$ cat src/rtl/c17_bist_pkg.sv
// Shared types and constants for the c17 BIST engine: FSM states, c17 net indices
// used by stuck-at injection, and default LFSR/MISR polynomials.
package c17_bist_pkg;

  typedef enum logic [2:0] {
    IDLE,
    LOAD,
    RUN,
    DRAIN,
    DONE
  } state_e;

  localparam int unsigned NUM_NETS = 11;

  // fault_node encoding; 11..15 select no net
  localparam int unsigned NET_N1  = 0;
  localparam int unsigned NET_N2  = 1;
  localparam int unsigned NET_N3  = 2;
  localparam int unsigned NET_N6  = 3;
  localparam int unsigned NET_N7  = 4;
  localparam int unsigned NET_N10 = 5;
  localparam int unsigned NET_N11 = 6;
  localparam int unsigned NET_N16 = 7;
  localparam int unsigned NET_N19 = 8;
  localparam int unsigned NET_N22 = 9;
  localparam int unsigned NET_N23 = 10;

  localparam logic [79:0] LFSR_SEED_DEF = 80'h00001;
  localparam logic [79:0] LFSR_POLY_DEF = 80'h90000;
  localparam logic [31:0] MISR_POLY_DEF = 32'h0000001D;

  function automatic logic [NUM_NETS-1:0] node_onehot(input logic [3:0] node);
    logic [NUM_NETS-1:0] oh;
    oh = '0;
    for (int unsigned k = 0; k < NUM_NETS; k++) begin
      if (node == 4'(k)) oh[k] = 1'b1;
    end
    return oh;
  endfunction

endpackage

$ cat src/rtl/c17_bist_engine_core.sv
// One combinational c17 lane (six NAND2) with a per-net stuck-at override on
// every primary input and internal/output net.
module c17_core
  import c17_bist_pkg::*;
(
  input  logic [4:0]          in_i,
  input  logic [NUM_NETS-1:0] force_en_i,
  input  logic [NUM_NETS-1:0] force_val_i,
  output logic [1:0]          out_o
);

  logic n1, n2, n3, n6, n7;
  logic n10, n11, n16, n19, n22, n23;

  // in_i is {N7,N6,N3,N2,N1}
  assign n1  = force_en_i[NET_N1]  ? force_val_i[NET_N1]  : in_i[0];
  assign n2  = force_en_i[NET_N2]  ? force_val_i[NET_N2]  : in_i[1];
  assign n3  = force_en_i[NET_N3]  ? force_val_i[NET_N3]  : in_i[2];
  assign n6  = force_en_i[NET_N6]  ? force_val_i[NET_N6]  : in_i[3];
  assign n7  = force_en_i[NET_N7]  ? force_val_i[NET_N7]  : in_i[4];

  assign n10 = force_en_i[NET_N10] ? force_val_i[NET_N10] : ~(n1 & n3);
  assign n11 = force_en_i[NET_N11] ? force_val_i[NET_N11] : ~(n3 & n6);
  assign n16 = force_en_i[NET_N16] ? force_val_i[NET_N16] : ~(n2 & n11);
  assign n19 = force_en_i[NET_N19] ? force_val_i[NET_N19] : ~(n11 & n7);
  assign n22 = force_en_i[NET_N22] ? force_val_i[NET_N22] : ~(n10 & n16);
  assign n23 = force_en_i[NET_N23] ? force_val_i[NET_N23] : ~(n16 & n19);

  assign out_o = {n23, n22};

endmodule

$ cat src/rtl/c17_bist_engine.sv
// Multi-lane c17 self-test engine: LFSR pattern source, one-stage capture pipe, MISR.
// Optional stuck-at injection ports are enabled by defining C17_FAULT_INJECT_EN.
module c17_bist_engine
  import c17_bist_pkg::*;
#(
  parameter int unsigned  LANES     = 4,
  parameter int unsigned  PATTERNS  = 32,
  parameter logic [79:0]  LFSR_SEED = LFSR_SEED_DEF,
  parameter logic [79:0]  LFSR_POLY = LFSR_POLY_DEF,
  parameter logic [31:0]  MISR_POLY = MISR_POLY_DEF,
  localparam int unsigned LFSR_W    = 5 * LANES,
  localparam int unsigned MISR_W    = 2 * LANES,
  localparam int unsigned FL_W      = (LANES > 1) ? $clog2(LANES) : 1
) (
  input  logic              clk,
  input  logic              rst_n,
  input  logic              start,
  input  logic [MISR_W-1:0] golden_sig,
  output logic              busy,
  output logic              done,
  output logic              pass,
  output logic [MISR_W-1:0] signature,
  output logic [15:0]       pattern_idx
`ifdef C17_FAULT_INJECT_EN
  ,
  input  logic              fault_en,
  input  logic [FL_W-1:0]   fault_lane,
  input  logic [3:0]        fault_node,
  input  logic              fault_val
`endif
);

  localparam logic [LFSR_W-1:0] SEED_L   = LFSR_SEED[LFSR_W-1:0];
  localparam logic [LFSR_W-1:0] SEED_EFF = (SEED_L == '0) ? LFSR_W'(1) : SEED_L;
  localparam logic [LFSR_W-1:0] POLY_L   = LFSR_POLY[LFSR_W-1:0];
  localparam logic [MISR_W-1:0] MPOLY_L  = MISR_POLY[MISR_W-1:0];
  localparam logic [15:0]       PAT_MAX  = 16'(PATTERNS);

  state_e state_q, state_d;

  logic [LFSR_W-1:0] lfsr_q, lfsr_d;
  logic [MISR_W-1:0] misr_q, misr_d;
  logic [MISR_W-1:0] pipe_q, pipe_d;
  logic              vld_q, vld_d;
  logic [15:0]       idx_q, idx_d;
  logic              pass_q, pass_d;

  logic [MISR_W-1:0] outvec;
  logic [MISR_W-1:0] misr_step;
  logic [LFSR_W-1:0] lfsr_step;

  // ---------------- fault selection ----------------
  logic [NUM_NETS-1:0] lane_fen  [LANES];
  logic [NUM_NETS-1:0] lane_fval [LANES];

`ifdef C17_FAULT_INJECT_EN
  logic            fault_en_q;
  logic [FL_W-1:0] fault_lane_q;
  logic [3:0]      fault_node_q;
  logic            fault_val_q;

  // Fault controls are frozen at LOAD so a run sees one consistent fault.
  always_ff @(posedge clk or negedge rst_n) begin
    if (!rst_n) begin
      fault_en_q   <= 1'b0;
      fault_lane_q <= '0;
      fault_node_q <= '0;
      fault_val_q  <= 1'b0;
    end else if (state_q == LOAD) begin
      fault_en_q   <= fault_en;
      fault_lane_q <= fault_lane;
      fault_node_q <= fault_node;
      fault_val_q  <= fault_val;
    end
  end
`endif

  // ---------------- lanes ----------------
  for (genvar i = 0; i < LANES; i++) begin : g_lane
`ifdef C17_FAULT_INJECT_EN
    assign lane_fen[i]  = (fault_en_q && (fault_lane_q == FL_W'(i))) ?
                          node_onehot(fault_node_q) : '0;
    assign lane_fval[i] = {NUM_NETS{fault_val_q}};
`else
    assign lane_fen[i]  = '0;
    assign lane_fval[i] = '0;
`endif

    c17_core u_core (
      .in_i        (lfsr_q[5*i +: 5]),
      .force_en_i  (lane_fen[i]),
      .force_val_i (lane_fval[i]),
      .out_o       (outvec[2*i +: 2])
    );
  end

  assign lfsr_step = {lfsr_q[LFSR_W-2:0], ^(lfsr_q & POLY_L)};
  assign misr_step = {misr_q[MISR_W-2:0], 1'b0}
                   ^ (misr_q[MISR_W-1] ? MPOLY_L : '0)
                   ^ pipe_q;

  // ---------------- FSM: state register ----------------
  always_ff @(posedge clk or negedge rst_n) begin
    if (!rst_n) state_q <= IDLE;
    else        state_q <= state_d;
  end

  // ---------------- FSM: next state ----------------
  always_comb begin
    state_d = state_q;
    unique case (state_q)
      IDLE:  if (start) state_d = LOAD;
      LOAD:  state_d = RUN;
      RUN:   if (idx_q >= PAT_MAX - 16'd1) state_d = DRAIN;
      DRAIN: state_d = DONE;
      DONE:  state_d = start ? LOAD : IDLE;
      default: state_d = IDLE;
    endcase
  end

  // ---------------- FSM: outputs ----------------
  always_comb begin
    busy = 1'b0;
    done = 1'b0;
    unique case (state_q)
      LOAD, RUN, DRAIN: busy = 1'b1;
      DONE:             done = 1'b1;
      default:          ;
    endcase
  end

  // ---------------- datapath next state ----------------
  // vld marks that pipe holds a captured pattern, so the MISR folds one cycle behind capture.
  always_comb begin
    lfsr_d = lfsr_q;
    misr_d = misr_q;
    pipe_d = pipe_q;
    vld_d  = vld_q;
    idx_d  = idx_q;
    pass_d = pass_q;
    unique case (state_q)
      LOAD: begin
        lfsr_d = SEED_EFF;
        misr_d = '0;
        pipe_d = '0;
        vld_d  = 1'b0;
        idx_d  = '0;
        pass_d = 1'b0;
      end
      RUN: begin
        pipe_d = outvec;
        vld_d  = 1'b1;
        lfsr_d = lfsr_step;
        if (idx_q < PAT_MAX) idx_d = idx_q + 16'd1;
        if (vld_q) misr_d = misr_step;
      end
      DRAIN: begin
        if (vld_q) misr_d = misr_step;
        vld_d = 1'b0;
      end
      DONE: pass_d = (misr_q == golden_sig);
      default: ;
    endcase
  end

  always_ff @(posedge clk or negedge rst_n) begin
    if (!rst_n) begin
      lfsr_q <= SEED_EFF;
      misr_q <= '0;
      pipe_q <= '0;
      vld_q  <= 1'b0;
      idx_q  <= '0;
      pass_q <= 1'b0;
    end else begin
      lfsr_q <= lfsr_d;
      misr_q <= misr_d;
      pipe_q <= pipe_d;
      vld_q  <= vld_d;
      idx_q  <= idx_d;
      pass_q <= pass_d;
    end
  end

  assign pass        = pass_q;
  assign signature   = misr_q;
  assign pattern_idx = idx_q;

endmodule

$ cat config.mk
export PLATFORM = sky130hd
export DESIGN_NAME = c17_bist_engine
export DESIGN_NICKNAME = d
export VERILOG_FILES = /design/src/rtl/c17_bist_pkg.sv /design/src/rtl/c17_bist_engine_core.sv /design/src/rtl/c17_bist_engine.sv
export SDC_FILE = /design/constraint.sdc
export NUM_CORES = 1
export LEC_CHECK = 0
export ABC_AREA = 1
export CELL_PAD_IN_SITES_DETAIL_PLACEMENT = 1
export CELL_PAD_IN_SITES_GLOBAL_PLACEMENT = 1
export CORE_MARGIN = 4
export CORE_UTILIZATION = 53
export CTS_BUF_LIST = sky130_fd_sc_hd__clkbuf_8
export DETAILED_ROUTE_END_ITERATION = 8
export DONT_BUFFER_PORTS = 1
export GPL_ROUTABILITY_DRIVEN = 0
export PLACE_DENSITY = 0.91
export SLEW_MARGIN = 30
export SYNTH_ARGS = -nofsm -noshare
export SYNTH_HDL_FRONTEND = slang
export SYNTH_SLANG_ARGS = --single-unit
$ cat constraint.sdc
create_clock -name clk -period 3.3 [get_ports clk]
set_input_delay 0 -clock clk [delete_from_list [all_inputs] [get_ports clk]]
set_output_delay 0 -clock clk [all_outputs]
set_load 0.03 [all_outputs]
======== Word-level counts from Yosys, hierarchy flattened ========
Cells that the tools add are included.
Widths: inputs -> output; s select.
storage, ports and cells
  logic and storage cells ................. 96
  input bits .............................. 11
  output and inout bits ................... 27
  register bits ........................... 57
operators by class
  mux-type cells .......................... 15
  reductions and logical operators ........ 12
  bitwise operators ....................... 50
  eq/ne operators ......................... 9
  add/sub/neg operators ................... 1
  $lt $le $gt $ge ......................... 2
operator list
  kind                   number
  $pmux 20 s2            1
  $pmux 16 s2            1
  $pmux 8 s2             2
  $and 1x1->1            24
  $not 1->1              24
  $reduce_xor 20->1      1
  $add 16x1->16 const B  1
  $ge 16x5->1 const B    1
  $lt 16x6->1 const B    1
  $mux 16                1
  $pmux 3 s5             1
  $eq 8x8->1             1
  $mux 8                 1
  $reduce_bool 2->1      4
  $xor 8x5->8            1
  $xor 8x8->8            1
  $eq 3x2->1 const B     2
  $mux 3                 2
  $ne 2x2->1 const B     3
  $reduce_and 2->1       3
  $mux 5                 1
  $pmux 1 s2             2
  $reduce_or 2->1        2
  $eq 3x1->1 const B     1
  other kinds (5)        7

======== Longest topological paths before layout ========
Gate-level depths: netlist of the first run.
  word-level depth ........................ 7
  mapped depth ............................ 9
  depth with buffers taken out ............ 8

======== Hierarchy ========
A second synthesis of the first run with hierarchy kept.
unflattened totals
  cell total of the unflattened synthesis .. 485
  area total of the unflattened synthesis .. 3,443.3 um^2
modules (own cells, without submodules)
  module           cells an instance  instances  area an instance (um^2)  seq. area each (um^2)
  c17_bist_engine  289                1          2,552.4                  1,427.6
  c17_core         49                 4          222.7                    0.0

======== Worst setup path before layout of the first run ========
Ideal clock, no wire load.
  path type ............................... flip-flop to flip-flop
  start point ............................. register state_q[2]
  end point ............................... register pass_q (netlist: pass)
  stages on the path, launching flop included .. 7
  path buffers ............................ 0
  period minus slack after synthesis ...... 1.659 ns
  setup time .............................. 0.066 ns
  data required time ...................... 3.234 ns
  setup slack ............................. 1.641 ns
  arrival ................................. 1.593 ns
  cells stage by stage .................... dfrtp_1 inv_1 nor3_1 nand3_1 nor2_1 nand2_1 nand2_1
between the ends
  cells in the longest elaborated chain, start to end .. 2
  elaborated cells between the ends (all ways) .. 4
  those cells by class .................... eq/ne (2); mux (1); reduce/logical (1)
RTL lines
  what                                                    line                    source
  from (decl)                                             c17_bist_engine.sv:39   state_e state_q, state_d;
  from (signal assigned)                                  c17_bist_engine.sv:105  else state_q <= state_d;
  $eq 3x3->1 / $eq 3x1->1 (equally long branches)         c17_bist_engine.sv:141  unique case (state_q)
  $pmux 1 s2 / $reduce_bool 2->1 (equally long branches)  n/a
  to (signal assigned)                                    c17_bist_engine.sv:180  pass_q <= pass_d;
  to (decl)                                               c17_bist_engine.sv:46   logic pass_q, pass_d;
Parallel ways exist; a longest one is shown, timed or not.
A chain may end at the register's enable or synchronous reset.

======== Final worst setup path of the first run ========
Ends and elaborated chain as after synthesis.

==> flow_summary_export.csv, run 1 <==
group,metric,value,unit
critical_path,rr_endpoint,"pass",
detailed_routing,viasPerCell,5.64,
timing,worst_pin_slew,0.768,ns
detailed_routing,drc_errors,0,
synth,synth_mux_area_frac,0,
floorplanning,core,0.00475,mm²
global_route,gr-total-overflow,0,
critical_path,worst_ep_required_time,3.58,ns
timing,hold_viol_final,0,
synth,syn_inst,287,
final_layout,final_cells,370,
synth,synth_top_family_by_area,"simple AND/OR/NAND/NOR gates",
synth,synth_top_area_frac,0.537,
clock_tree,cts_hold_buf,7,
timing,setup_viol,0,
synth,synth_nets,299,
synth,synth-simple-area-share,0.214,
global_route,antenna_found_initial,0,
pwr,fin_total_pwr,2.30,mW
floorplanning,row_count,25,
synth,yosysSeqAreaShare,0.547,
critical_path,ff2ff_path_depth,10,
critical_path,startpoint,"state_q[2]",
clock_tree,cts_root_buffer,"clkbuf_8",
global_route,grtUsageTotal,0.279,
timing,clock_skew,0.00634,ns
floorplanning,ios,38,
worst_hold_path,hold_path.class,"in2async",
global_route,grt_first_pass_wirelength,12800,µm
clock_tree,cts_sinks,57,
critical_path,critical_path_class,"reg2reg",
critical_path,timing.rr.start,"state_q[2]",
synth,synthTopCellsByArea,"dfrtp_1, nand2_1, inv_1, nand3_1, o22ai_1",
floorplanning,die_area,0.00611,mm²
synth,netlist_area,0.00261,mm²
final_layout,fill_cells,543,
final_layout,drive_gt1_frac,0.112,
final_layout,diodes,0,
timing,rsz0062_at_grt,"false",
clock_tree,numCtsBuffers,9,
synth,synth_compound_area_frac,0.0920,
critical_path,crit_path_start_kind,"flip-flop",
timing,timing.fmax,317,MHz
pwr,power_leakage,1.32,nW
detailed_routing,wl_per_cell,20.6,µm
placed_design,dpl.hpwl,4280,µm
synth,ys.flop_type,"dfrtp_1",
detailed_routing,vias,2087,
critical_path,crit_fanout,5,
detailed_routing,drt-initial-drc-count,141,
pwr,ir_drop,0.000335,V
synth,synth_common_cells,"dfrtp_1, nand2_1, inv_1",
critical_path,end_kind,"flip-flop",
detailed_routing,drtAntennaViolNets,0,
timing,finalSetupTns,0,ns
timing,post-route-period-util,0.955,
clock_tree,tritoncts,"built",
synth,yosys.area.top_type,"dfrtp_1",
clock_tree,post-cts-setup-buffers,0,
floorplanning,die_w,78.2,µm
placed_design,dp_cells,347,
synth,synthAdderAreaFrac,0.00479,
flow_run,drv_cap,0,
synth,yosysWarnings,0,
floorplanning,initial_core_util,0.549,
global_route,grt_pass1_vias,2379,
synth,yosys.cell_types.count,30,
clock_tree,cts_resized,0,
outcome,status,"completed",
clock_tree,clkTransAtPathRegs,0.07,ns
global_route,grt_max_degree,58,
placed_design,dpl-instance-area,0.00264,mm²
synth,synth-edff-count,0,
detailed_routing,routed_wirelength,7610,µm
placed_design,preCtsSetupSlack,1.25,ns
final_layout,final_cell_area,0.00291,mm²
critical_path,worstPathArrival,3.43,ns
final_layout,utilization,0.611,
synth,async_flop_share,1.00,
synth,ys_ff_latch,57,
placed_design,port_buffers,0,
timing,layout_min_cycle_time,3.15,ns
synth,syn_area_per_cell,9.10,µm²
clock_tree,clockBufferDepth,2,
detailed_routing,drtPass1Iterations,4,
pwr,power_density,791,mW/mm²
timing,finalMaxSlewViolations,0,
floorplanning,die_y,78.2,µm
critical_path,reg2reg_slack,0.15,ns
clock_tree,h-tree-depth,3,
clock_tree,insertion_delay,0.34,ns
timing,timing.final.ws_setup,0.149,ns
timing,hold_ws,0.231,ns
synth,synth_xor_xnor_area_share,0.0537,
final_layout,syn2layout_area_growth,11.3,%
timing,slew_headroom,0.485,
final_layout,nets,310,
synth,yosysMostFrequentCell,"dfrtp_1",
report_power, final:
group	switching (mW)	total, mW	internal (mW)
clock network	0.293	0.602	0.309
registers	0.166	0.958	0.792
logic	0.558	0.739	0.181
routing by layer:
metal	part of all wire	vias to the layer above	global-route usage
met4	0.038	0	0.143
li1	-	946	-
met1	0.40	1060	0.321
met2	0.52	55	0.491
met5	0	-	0
met3	0.037	26	0.0562
how the worst max path moves through the flow:
stage / end / slack [ns] / cells past startpoint
global route: pass / 0.1 / 10
detailed placement: signature[1] / 1.25 / 3
floorplan: pass / 1.64 / 6
finish: pass / 0.15 / 10
global placement: signature[1] / 1.38 / 3
CTS: pass / 0.37 / 10
worst max-delay path: stages, from the launching register on:
cell and delay (ns):
dfrtp_1 0.49, inv_1 0.11, nor3_1 0.19, buf_4 0.22, nand3_1 0.11, dlygate4sd3_1 0.60
nor2_1 0.13, dlygate4sd3_1 0.59, nand2_1 0.05, dlygate4sd3_1 0.56, nand2_1 0.06
area by class of cell:
type                    count  area (µm²)  share of cell area
flip-flops and latches     57        1430               0.491
repair buffers              8        95.1              0.0327
clock buffers              11         151              0.0521
clock inverters             5        30.0              0.0103
multi-input cells         178         951               0.327
inverters                  44         166              0.0573
well taps                  67        83.8              0.0289
placed cells by master, fill, tap and decap left out, types with 6 or more instances in the layout:
cell type and instances:
inv_1 40, o22ai_1 18, nor2_1 28, o21ai_0 12, nand2_1 51, dlygate4sd3_1 6, clkbuf_8 11, dfrtp_1 56
xnor2_1 12, nand3_1 23
cells by family (layout without fill, tap and decap cells):
family / Yosys count / after routing
XOR/XNOR: 16 / 16
AO/OA/AOI/OAI: 41 / 41
AND/OR/NAND/NOR: 120 / 120
flip-flops: 57 / 57
buffers and inverters: 52 / 68
adder cells (fa/ha/maj): 1 / 1
sequential cells by signal, indices dropped and copies added (netlist names):
signal / flops
state_q: 3
lfsr_q: 20
vld_q: 1
pass: 1
pattern_idx: 16
signature: 8
pipe_q: 8
Power figures use the tool's default switching activity.
==> run 2: changes to the inputs <==
- ABC_CLOCK_PERIOD_IN_PS: not set -> 3300
- MAX_ROUTING_LAYER: not set -> met4
==> run 2 against run 1 <==
Compared with the run above: die area is the same; highest routed layer unchanged; combinational power hardly changed; critical path type unchanged; first-iteration DRC count down 3.5%; final cell count unchanged; register-to-register slack is essentially flat; sequential share of layout area unchanged; clock skew about the same; core utilization did not move; total power fell by 0.30%; fmax grew 0.42%; sequential power about the same; critical endpoint unchanged; critical path depth is the same.
==> flow_summary_export.csv, run 2 (same netlist as run 1, synthesis figures left out) <==
group,metric,value,unit
critical_path,reg2reg_slack,0.16,ns
timing,finalMaxSlewViolations,0,
clock_tree,insertion_delay,0.34,ns
detailed_routing,drtPass1Iterations,4,
pwr,power_leakage,1.32,nW
critical_path,max_stage_delay,0.60,ns
global_route,grt_max_degree,58,
critical_path,cpMaxStageDelayCell,"dlygate4sd3_1",
clock_tree,clockBufferDepth,2,
critical_path,rr_endpoint,"pass",
critical_path,worst_ep_required_time,3.58,ns
detailed_routing,wl_per_cell,20.5,µm
global_route,grtUsageTotal,0.287,
clock_tree,cts_sinks,57,
clock_tree,tritoncts,"built",
flow_run,drv_cap,0,
final_layout,drive_gt1_frac,0.112,
timing,post-route-period-util,0.951,
final_layout,mostFrequentLayoutCell,"dfrtp_1",
detailed_routing,drt-initial-drc-count,136,
floorplanning,core,0.00475,mm²
floorplanning,initial_core_util,0.549,
critical_path,cp_cell_sequence,"inv_1, nor3_1, buf_4, nand3_1, dlygate4sd3_1, nor2_1, dlygate4sd3_1, nand2_1, dlygate4sd3_1, nand2_1",
final_layout,largest-register,"lfsr_q",
timing,finalSetupTns,0,ns
critical_path,end_kind,"flip-flop",
global_route,antenna_found_initial,0,
clock_tree,cts_resized,0,
pwr,power_density,789,mW/mm²
final_layout,final_cells,370,
placed_design,dp_cells,347,
detailed_routing,drtAntennaViolNets,0,
final_layout,largest_reg_flops,20,
final_layout,syn2layout_area_growth,11.3,%
clock_tree,post-cts-setup-buffers,0,
detailed_routing,vias,2115,
critical_path,worstPathArrival,3.42,ns
final_layout,layout_common_cells,"dfrtp_1, nand2_1, inv_1, nor2_1, nand3_1",
global_route,gr-total-overflow,0,
timing,hold_viol_final,0,
critical_path,critical_path_class,"reg2reg",
outcome,status,"completed",
timing,setup_viol,0,
timing,layout_min_cycle_time,3.14,ns
floorplanning,row_count,25,
clock_tree,clkTransAtPathRegs,0.07,ns
timing,timing.fmax,319,MHz
detailed_routing,viasPerCell,5.72,
critical_path,crit_path_start_kind,"flip-flop",
critical_path,timing.rr.start,"state_q[2]",
timing,clock_skew,0.00641,ns
critical_path,cpMostUsedCell,"dlygate4sd3_1",
timing,rsz0062_at_grt,"false",
final_layout,nets,310,
pwr,ir_drop,0.000329,V
placed_design,port_buffers,0,
final_layout,diodes,0,
timing,worst_pin_slew,0.761,ns
critical_path,startpoint,"state_q[2]",
clock_tree,h-tree-depth,3,
floorplanning,die_area,0.00611,mm²
clock_tree,numCtsBuffers,9,
global_route,grt_pass1_vias,2378,
timing,slew_headroom,0.489,
global_route,grt_first_pass_wirelength,12800,µm
critical_path,ff2ff_path_depth,10,
detailed_routing,routed_wirelength,7570,µm
worst_hold_path,hold_path.class,"in2async",
floorplanning,ios,38,
clock_tree,cts_root_buffer,"clkbuf_8",
floorplanning,die_y,78.2,µm
detailed_routing,drc_errors,0,
critical_path,crit_fanout,5,
floorplanning,die_w,78.2,µm
placed_design,dpl.hpwl,4280,µm
clock_tree,cts_hold_buf,7,
==> run 2: cell counts in the layout (fill, tap and decap cells not counted) <==
Identical to the previous run, type by type.
==> run 2: per-layer routing <==
| layer | up-vias | wire (µm) | GRT usage |
|---|---|---|---|
| met5 | - | 0 | - |
| met4 | 0 | 271 | 0.143 |
| met3 | 24 | 326 | 0.0562 |
| met2 | 62 | 4010 | 0.491 |
| met1 | 1081 | 2960 | 0.322 |
| li1 | 948 | - | - |
==> run 2: critical path, delay by kind of cell (launching register included) <==
kind,cells,cell delay [ns]
buffers and inverters,5,2.07
DFF,1,0.48
and+or+nand+nor,5,0.54
==> run 2: through the flow <==
step	utilization	hold slack (ns)	cell area, µm²	power [mW]	worst slack, ns
after CTS	0.611	0.222	2910	2.24	0.367
final	0.611	0.224	2910	2.29	0.162
after detailed placement	0.554	-0.294	2640	1.62	1.25
after global placement	0.554	-0.294	2640	1.58	1.38
after floorplan	-	-0.296	2610	1.53	1.64
after global routing	0.611	0.266	2910	2.42	0.0957
==> run 2: power breakdown <==
group / internal [mW] / leakage [nW] / switching, mW
combinational: 0.181 / 0.442 / 0.555
sequential: 0.792 / 0.782 / 0.164
clock: 0.309 / 0.0911 / 0.292
==> run 2: worst max-delay path by stage <==
stage,to,depth (start not counted)
5_1_grt,pass,10
3_5_place_dp,signature[1],3
6_report,pass,10
2_1_floorplan,pass,6
4_1_cts,pass,10
3_3_place_gp,signature[1],3
==> run 2: layout make-up <==
class                           instances  area, µm²
Multi-Input combinational cell        178        951
Clock buffer                           11        151
Clock inverter                          5       30.0
Tap cell                               67       83.8
Inverter                               44        166
Timing Repair Buffer                    8       95.1
Fill cell                             543       1850
Sequential cell                        57       1430
